==> config.mk <==
export PLATFORM = sky130hd
export DESIGN_NAME = med_rank
export DESIGN_NICKNAME = d
export VERILOG_FILES = /design/src/rtl/med_pkg.sv /design/src/rtl/med_cmp.sv /design/src/rtl/med_rank.sv
export SDC_FILE = /design/constraint.sdc
export NUM_CORES = 1
export LEC_CHECK = 0
export CELL_PAD_IN_SITES_DETAIL_PLACEMENT = 1
export CELL_PAD_IN_SITES_GLOBAL_PLACEMENT = 1
export CORE_ASPECT_RATIO = 1.4
export CORE_MARGIN = 2
export CORE_UTILIZATION = 38
export DETAILED_ROUTE_END_ITERATION = 16
export PLACE_DENSITY_LB_ADDON = 0.1
export SLEW_MARGIN = 10
export SYNTH_ARGS = -nofsm -noshare
export SYNTH_HDL_FRONTEND = slang
export SYNTH_HIERARCHICAL = 1
export SYNTH_SLANG_ARGS = --single-unit
export TNS_END_PERCENT = 5
==> constraint.sdc <==
create_clock -name clk -period 6.77 [get_ports clk]
set_input_delay 1.354 -clock clk [delete_from_list [all_inputs] [get_ports clk]]
set_output_delay 1.354 -clock clk [all_outputs]
set_load 0.01 [all_outputs]
==> src/rtl/med_pkg.sv <==
// med_pkg: shared types and defaults for the rank-order filter.
package med_pkg;
  typedef enum logic [1:0] {IDLE, LOAD, SORT, OUT} state_t;
  localparam int DEF_WIDTH = 8;
  localparam int DEF_SIZE = 9;
  localparam int MED_RANK_DEF = (DEF_SIZE - 1) / 2;
  typedef logic [DEF_WIDTH-1:0] sample_t;
endpackage

==> src/rtl/med_cmp.sv <==
// med_cmp: combinational unsigned compare-exchange.
module med_cmp #(
  parameter int WIDTH = 8
) (
  input  logic [WIDTH-1:0] a,
  input  logic [WIDTH-1:0] b,
  output logic [WIDTH-1:0] hi,
  output logic [WIDTH-1:0] lo
);
  assign hi = a >= b ? a : b;
  assign lo = a >= b ? b : a;
endmodule

==> src/rtl/med_rank.sv <==
// med_rank: serial rank-order filter returning the sample of a selectable rank from a SIZE window.
module med_rank
  import med_pkg::*;
#(
  parameter int WIDTH = 8,
  parameter int SIZE = 9,
  parameter int RW = $clog2(SIZE)
) (
  input  logic             clk,
  input  logic             rst,
  input  logic [WIDTH-1:0] in_data,
  input  logic             in_valid,
  output logic             in_ready,
  input  logic [RW-1:0]    rank,
  output logic [WIDTH-1:0] out_data,
  output logic             out_valid,
  input  logic             out_ready
);
  localparam int CW = $clog2(SIZE + 1);
  localparam logic [CW-1:0] LAST = CW'(SIZE - 1);
  state_t st;
  logic [WIDTH-1:0] w [SIZE];
  logic [WIDTH-1:0] hi, lo;
  logic [CW-1:0] cyc, pass, p, rsat;
  logic hs, last;
  assign hs = in_valid & in_ready;
  assign last = cyc == LAST;
  assign rsat = CW'(rank) > LAST ? LAST : CW'(rank);
  med_cmp #(.WIDTH(WIDTH)) u_cmp (.a(w[SIZE-1]), .b(w[SIZE-2]), .hi(hi), .lo(lo));
  // Tail keeps the running maximum while the rest rotates; on the last cycle of a
  // pass the winner is dropped and a zero takes its place, so the next pass finds the next-largest.
  always_ff @(posedge clk) begin
    if (st == SORT) begin
      w[SIZE-1] <= last ? w[SIZE-2] : hi;
      w[0] <= last ? '0 : lo;
    end else if (hs) begin
      w[SIZE-1] <= w[SIZE-2];
      w[0] <= in_data;
    end
    if (st == SORT || hs)
      for (int i = 1; i < SIZE - 1; i++) w[i] <= w[i-1];
  end
  always_ff @(posedge clk or posedge rst) begin
    if (rst) begin
      st <= IDLE;
      in_ready <= 1'b0;
      out_valid <= 1'b0;
      out_data <= '0;
      cyc <= '0;
      pass <= '0;
      p <= '0;
    end else begin
      case (st)
        IDLE: begin
          in_ready <= 1'b1;
          if (hs) begin
            p <= CW'(SIZE) - rsat;
            cyc <= CW'(1);
            st <= LOAD;
          end
        end
        LOAD: if (hs) begin
          cyc <= last ? '0 : cyc + 1'b1;
          pass <= '0;
          if (last) begin
            in_ready <= 1'b0;
            st <= SORT;
          end
        end
        SORT: begin
          cyc <= last ? '0 : cyc + 1'b1;
          if (last && pass == p - 1'b1) begin
            out_data <= w[SIZE-1];
            out_valid <= 1'b1;
            st <= OUT;
          end else if (last) pass <= pass + 1'b1;
        end
        OUT: if (out_ready) begin
          out_valid <= 1'b0;
          in_ready <= 1'b1;
          st <= IDLE;
        end
      endcase
    end
  end
endmodule
==> results of run 1 <==
[worst paths after layout]
kind / endpoint / cells after the start / slack [ns] / start
worst min register to register: w[2][7]$_DFFE_PP_ / 0 / 0.42 / w[1][15]$_DFFE_PP_
min in group asynchronous: pass[2]$_DFFE_PP0P_ / 3 / 1.38 / rst
worst max register to register: w[4][0]$_DFFE_PP_ / 6 / 3.61 / w[3][8]$_DFFE_PP_
max in group asynchronous: out_data[2]$_DFFE_PP0P_ / 3 / 5.11 / rst
worst min-delay path: w[2][7]$_DFFE_PP_ / 0 / 0.42 / w[1][15]$_DFFE_PP_
worst max-delay path: w[4][6]$_DFFE_PP_ / 4 / 3.49 / in_valid
[Yosys cell counts, types with 2 or more instances]
| master | count |
|---|---|
| nand3_1 | 6 |
| a211oi_1 | 2 |
| edfxtp_1 | 72 |
| a32o_1 | 2 |
| o211ai_1 | 2 |
| ha_1 | 18 |
| o21ai_0 | 9 |
| a22o_1 | 8 |
| mux2_2 | 16 |
| nand2_1 | 15 |
| mux2i_1 | 3 |
| mux2_4 | 18 |
| xnor2_1 | 3 |
| a21oi_1 | 9 |
| inv_1 | 18 |
| nor3_1 | 3 |
| nor2_1 | 2 |
| nor2_2 | 2 |
| nand2b_1 | 4 |
| nand3b_1 | 2 |
| dfrtp_1 | 24 |
| xor2_1 | 2 |
[metal layers]
metal / wire [um] / track usage / vias to the layer above / share of wire
li1: - / - / 1047 / -
met1: 3400 / 0.187 / 1100 / 0.46
met2: 3590 / 0.219 / 28 / 0.49
met3: 197 / 0.0370 / 11 / 0.027
met4: 144 / 0.0571 / 0 / 0.020
met5: 0 / 0 / - / 0
[stage by stage]
step	hold WS, ns	power [mW]	worst slack (ns)	instance area [um^2]
3_5_place_dp	0.405	0.655	3.06	4590
5_1_grt	0.431	1.15	3.29	4860
4_1_cts	0.423	1.13	3.45	4860
2_1_floorplan	0.400	0.642	3.29	4180
6_report	0.420	1.11	3.49	4860
3_3_place_gp	0.403	0.655	3.14	4590
[flip-flops by register name, indices dropped and copies added, names as in the netlist]
signal / count
st: 2
in_ready: 1
w: 72
out_data: 8
p: 4
out_valid: 1
pass: 4
cyc: 4
[power by group through the flow]
stage | clock [mW] | sequential (mW) | combinational (mW)
after floorplan | 0 | 0.638 | 0.00400
after global placement | 0 | 0.638 | 0.0164
after detailed placement | 0 | 0.638 | 0.0165
after CTS | 0.483 | 0.626 | 0.0166
after global routing | 0.505 | 0.625 | 0.0177
final | 0.466 | 0.626 | 0.0158
[cell families (layout without fill, tap and decap cells)]
family,after synthesis,after routing,share of synthesized area
DFF,96,96,0.661
and+or+nand+nor,44,44,0.0616
muxes,37,37,0.115
adders and majority gates,18,18,0.0539
AOI/OAI and AO/OA,39,39,0.0682
xor gates and xnor gates,6,6,0.0159
buffers and inverters,21,61,0.0248
[layout make-up]
class | instances | area, um^2 | share of cell area
Inverter | 18 | 67.6 | 0.0139
Clock buffer | 11 | 233 | 0.0479
Sequential cell | 96 | 2760 | 0.568
Multi-Input combinational cell | 144 | 1320 | 0.271
Tap cell | 141 | 176 | 0.0363
Clock inverter | 5 | 41.3 | 0.00849
Timing Repair Buffer | 27 | 265 | 0.0545
[worst reg2reg max path, stage by stage (launching register included)]
cell	delay, ns
edfxtp_1	0.45
ha_1	0.30
nand2b_4	0.13
a2111o_1	0.44
a211oi_4	0.91
mux2_2	0.42
mux2_2	0.26
==> out/results.ini, run 1 <==
[finish]
final_common_cell=edfxtp_1
n_antenna_cell=0
synthToLayoutAreaGrowth_pct=16.3
fin_util=0.450
nFillCells=1108
nets=330
layout_common_cells=72 x edfxtp_1, 25 x clkdlybuf4s50_1, 24 x dfrtp_1
stdcell_count=442
drive_gt1_frac=0.199

[route]
firstDrtPassIters=4
drtIter0Drc=99
wl_mm=7.33
vias_per_cell=4.95
drc_errors=0
wl_per_cell_um=16.6
antenna_left=0
vias=2186

[synthesis]
ys_types=43
synth_flop_cell=edfxtp_1
avgSynthCellArea_um2=16.0
ys_warn_count=6
synth.area.top_cells=edfxtp_1 52%, dfrtp_1 14%, mux2_4 6.5%
synth_fp_nets=295
synth-async-reset-ratio=0.250
synth_seq_cells=96
ys_seq_area_frac=0.661
yosysTopAreaCell=edfxtp_1
synth_edf_count=72
synth_top_area_frac=0.517
synth_cells=261
synth.cell_area_um2=4180

[timing]
slew_violations=0
setup_tns_ns=0
period_share=0.485
setup_violations=0
worst_pin_slew_ns=1.06
slew_headroom=0.291
finalClockSkew_ns=0.00648
rsz0062_at_grt=no
max_freq_ghz=0.305
finalCriticalPeriod_ns=3.28
hold_viol_final=0

[clocking]
clock_latency_ns=0.34
cts.reportedPaths.clkPinSlew_ns=0.06
postCtsHoldBufs=0
cts_setup_buffers=0
numCtsBuffers=9
cts_root_buf=clkbuf_16
h-tree-depth=3
cts_resized=0
cts_tree=yes
cts.sinks=96
cts.path.max_buffers=2

[grt]
overflow=0
antenna_found_initial=0
grt_pass1_wl_mm=12.4
grt_pass1_vias=2288
grt_usage=0.140
grt_max_degree=38

[floorplan]
ios=26
dieHeight_um=128
start_util=0.387
die_w_um=92.7
core.rowCount=45
core_area_um2=10800
dieArea_um2=11900

[place]
dp_hpwl_mm=4.87
gp_congestion=0.725
io_buffers=25
dp_cells=426

[worst_setup_path]
cp-start-kind=primary input
worstSetupEndpointType=register
critical_path_class=primary input to register
cp.required_ns=6.76
worstPathArrival_ns=3.27
critPathSlowestCell=nand2_2
crit_chain=clkdlybuf4s50_1 > nand2_1 > nand2_2 > buf_4
crit_family=buffers and inverters
cp_num_buf_inv=2
max_stage_delay_ns=0.67
cp_max_fo=37

[pwr]
combinationalPowerShare=0.014
p_sw_frac=0.199
seqPwrFrac=0.565
internal_power_mw=0.887
irDropWorstVdd_mv=0.125
p_sw_mw=0.221
p_per_area_nw_per_um2=228
leakagePower_nw=2.11
clkPwrFrac=0.421

[status]
status=finished clean

[min_path]
hp-class=register to register

[flow_run]
drv_cap=0

Power figures use the tool's default switching activity.
==> run 2, diff against run 1 <==
clock period = 3.1 ns   (was 6.77 ns; I/O delays follow)
==> out/results.ini, run 2 (same netlist as run 1, synthesis figures left out) <==
[status]
status=finished clean

[clocking]
cts_tree=yes
cts.reportedPaths.clkPinSlew_ns=0.06  ; about the same
cts.path.max_buffers=2  ; unchanged
h-tree-depth=3  ; unchanged
clock_latency_ns=0.34  ; about the same
cts_root_buf=clkbuf_16
numCtsBuffers=9  ; unchanged
cts.sinks=96  ; unchanged
cts_resized=0  ; unchanged
postCtsHoldBufs=0  ; unchanged
cts_setup_buffers=0  ; unchanged

[pwr]
leakagePower_nw=2.13  ; +1.2%
irDropWorstVdd_mv=0.230  ; +84%
p_per_area_nw_per_um2=505  ; +120%
power_mw=2.48  ; +120%

[route]
firstDrtPassIters=4  ; unchanged
drtIter0Drc=103  ; +4.0%
drc_errors=0  ; unchanged
wl_mm=7.44  ; +1.4%
vias_per_cell=4.93  ; -0.27%
vias=2190  ; +0.18%
antenna_left=0  ; unchanged
wl_per_cell_um=16.7  ; +0.98%

[finish]
synthToLayoutAreaGrowth_pct=17.3
final_area_um2=4900  ; +0.82%
largestRegisters=w x72, out_data x8
fin_util=0.454  ; +0.00370
nFillCells=1082  ; -2.3%
n_antenna_cell=0  ; unchanged
final_common_cell=edfxtp_1
drive_gt1_frac=0.198  ; -0.00132
largest_reg_flops=72  ; unchanged
nets=332  ; +0.61%
layout_common_cells=72 x edfxtp_1, 25 x clkdlybuf4s50_1, 24 x dfrtp_1
seq_area_um2=2760  ; unchanged
multiInputGateArea_um2=1320  ; unchanged
regMostFlops=w

[flow_run]
drv_cap=0  ; unchanged

[place]
dp_hpwl_mm=4.86  ; -0.25%
io_buffers=25  ; unchanged
placed_area_um2=4620  ; +0.60%
gp_congestion=0.719  ; -0.87%

[timing]
setup_violations=0  ; unchanged
slew_headroom=0.499  ; +0.208
slew_violations=0  ; unchanged
period_share=0.860
worst_pin_slew_ns=0.751  ; -0.309 ns
hold_viol_final=0  ; unchanged
setup_tns_ns=0  ; unchanged
finalCriticalPeriod_ns=2.67
max_freq_ghz=0.375
finalClockSkew_ns=0.00714  ; +0.000660 ns
rsz0062_at_grt=no
whs_ns=0.420  ; +0.000134 ns

[worst_setup_path]
crit_chain=inv_1 > ha_1 > nand2b_4 > a2111o_1 > a211oi_4 > buf_4 > mux2_2 > mux2_2
critical_path_class=register to register
ff2ff_path_depth=8  ; +2
r2r_setup_slack_ns=0.43  ; -3.18 ns
cp-startpoint=w[4][0]$_DFFE_PP_
critPathSlowestCell=a2111o_1
cp_max_fo=16  ; -57%
worstSetupEndpointType=register
cp.required_ns=3.19  ; -3.57 ns
cp-start-kind=register
reg2reg_from=w[4][0]$_DFFE_PP_
r2r-end=w[4][0]$_DFFE_PP_
max_stage_delay_ns=0.44  ; -0.23 ns
crit_path_frequent_cell=mux2_2
crit_end=w[4][0]$_DFFE_PP_
worstPathArrival_ns=2.75  ; -0.52 ns

[floorplan]
dieHeight_um=128  ; unchanged
die_w_um=92.7  ; unchanged
dieArea_um2=11900  ; unchanged
ios=26  ; unchanged
start_util=0.387  ; unchanged
core_area_um2=10800  ; unchanged
core.rowCount=45  ; unchanged

[grt]
grt_busiest_layer=met2
grt_pass1_wl_mm=12.4  ; +0.66%
use_met3=0.0406  ; +0.00353
grt_max_degree=73  ; +92%
antenna_found_initial=0  ; unchanged
grtUsageMet2=0.219  ; unchanged
grtUsageMet1=0.186  ; -0.000649
grt_pass1_vias=2291  ; +0.13%
grt_usage=0.141  ; +0.000467
overflow=0  ; unchanged

[min_path]
hp-class=register to register
hold_start=w[2][13]$_DFFE_PP_

## run 2: critical path: cells and delay by family, from the launching register on
family | cells | cell delay (ns)
buffers and inverters | 2 | 0.36
AND/OR/NAND/NOR | 1 | 0.13
adder cells (fa/ha/maj) | 1 | 0.28
multiplexers | 2 | 0.63
AO/OA/AOI/OAI | 2 | 0.64
flip-flops | 1 | 0.39
## run 2: metrics by stage
stage | worst slack, ns | std cells
after floorplan | 0.224 | 261
after global placement | 0.407 | 428
after detailed placement | 0.353 | 428
after CTS | 0.416 | 444
after global routing | 0.267 | 444
final | 0.435 | 444
## run 2: report_power, final
group          internal (mW)  switching (mW)
logic                 0.0204          0.0137
registers               1.37               0
clock network          0.617           0.459
total                   2.00           0.473
## run 2: cell type report
cell class,count,area share
Clock buffer,9,0.0459
Clock inverter,7,0.0125
Inverter,18,0.0138
Multi-Input combinational cell,144,0.269
Sequential cell,96,0.563
Tap cell,141,0.0360
Timing Repair Buffer,29,0.0597
## run 2: how the worst min path moves through the flow
stage	to	slack [ns]	cells past startpoint
2_1_floorplan	w[0][10]$_DFFE_PP_	0.40	0
3_3_place_gp	w[1][3]$_DFFE_PP_	0.40	0
3_5_place_dp	w[0][15]$_DFFE_PP_	0.41	0
4_1_cts	w[0][15]$_DFFE_PP_	0.42	0
5_1_grt	w[3][14]$_DFFE_PP_	0.43	0
6_report	w[3][5]$_DFFE_PP_	0.42	0
## run 2: per-layer routing
metal	wire [um]	part of all wire	up-vias
met5	0	0	-
met4	92	0.012	0
met3	248	0.033	9
met2	3640	0.49	27
met1	3460	0.47	1100
li1	-	-	1054
==> run 3, diff against run 2 <==
ABC_CLOCK_PERIOD_IN_PS = 3100   (was unset)
CTS_CLUSTER_SIZE = 14   (was unset)
==> results of run 3 <==
The final DEF is identical to that of run 2; final timing and power are the same.
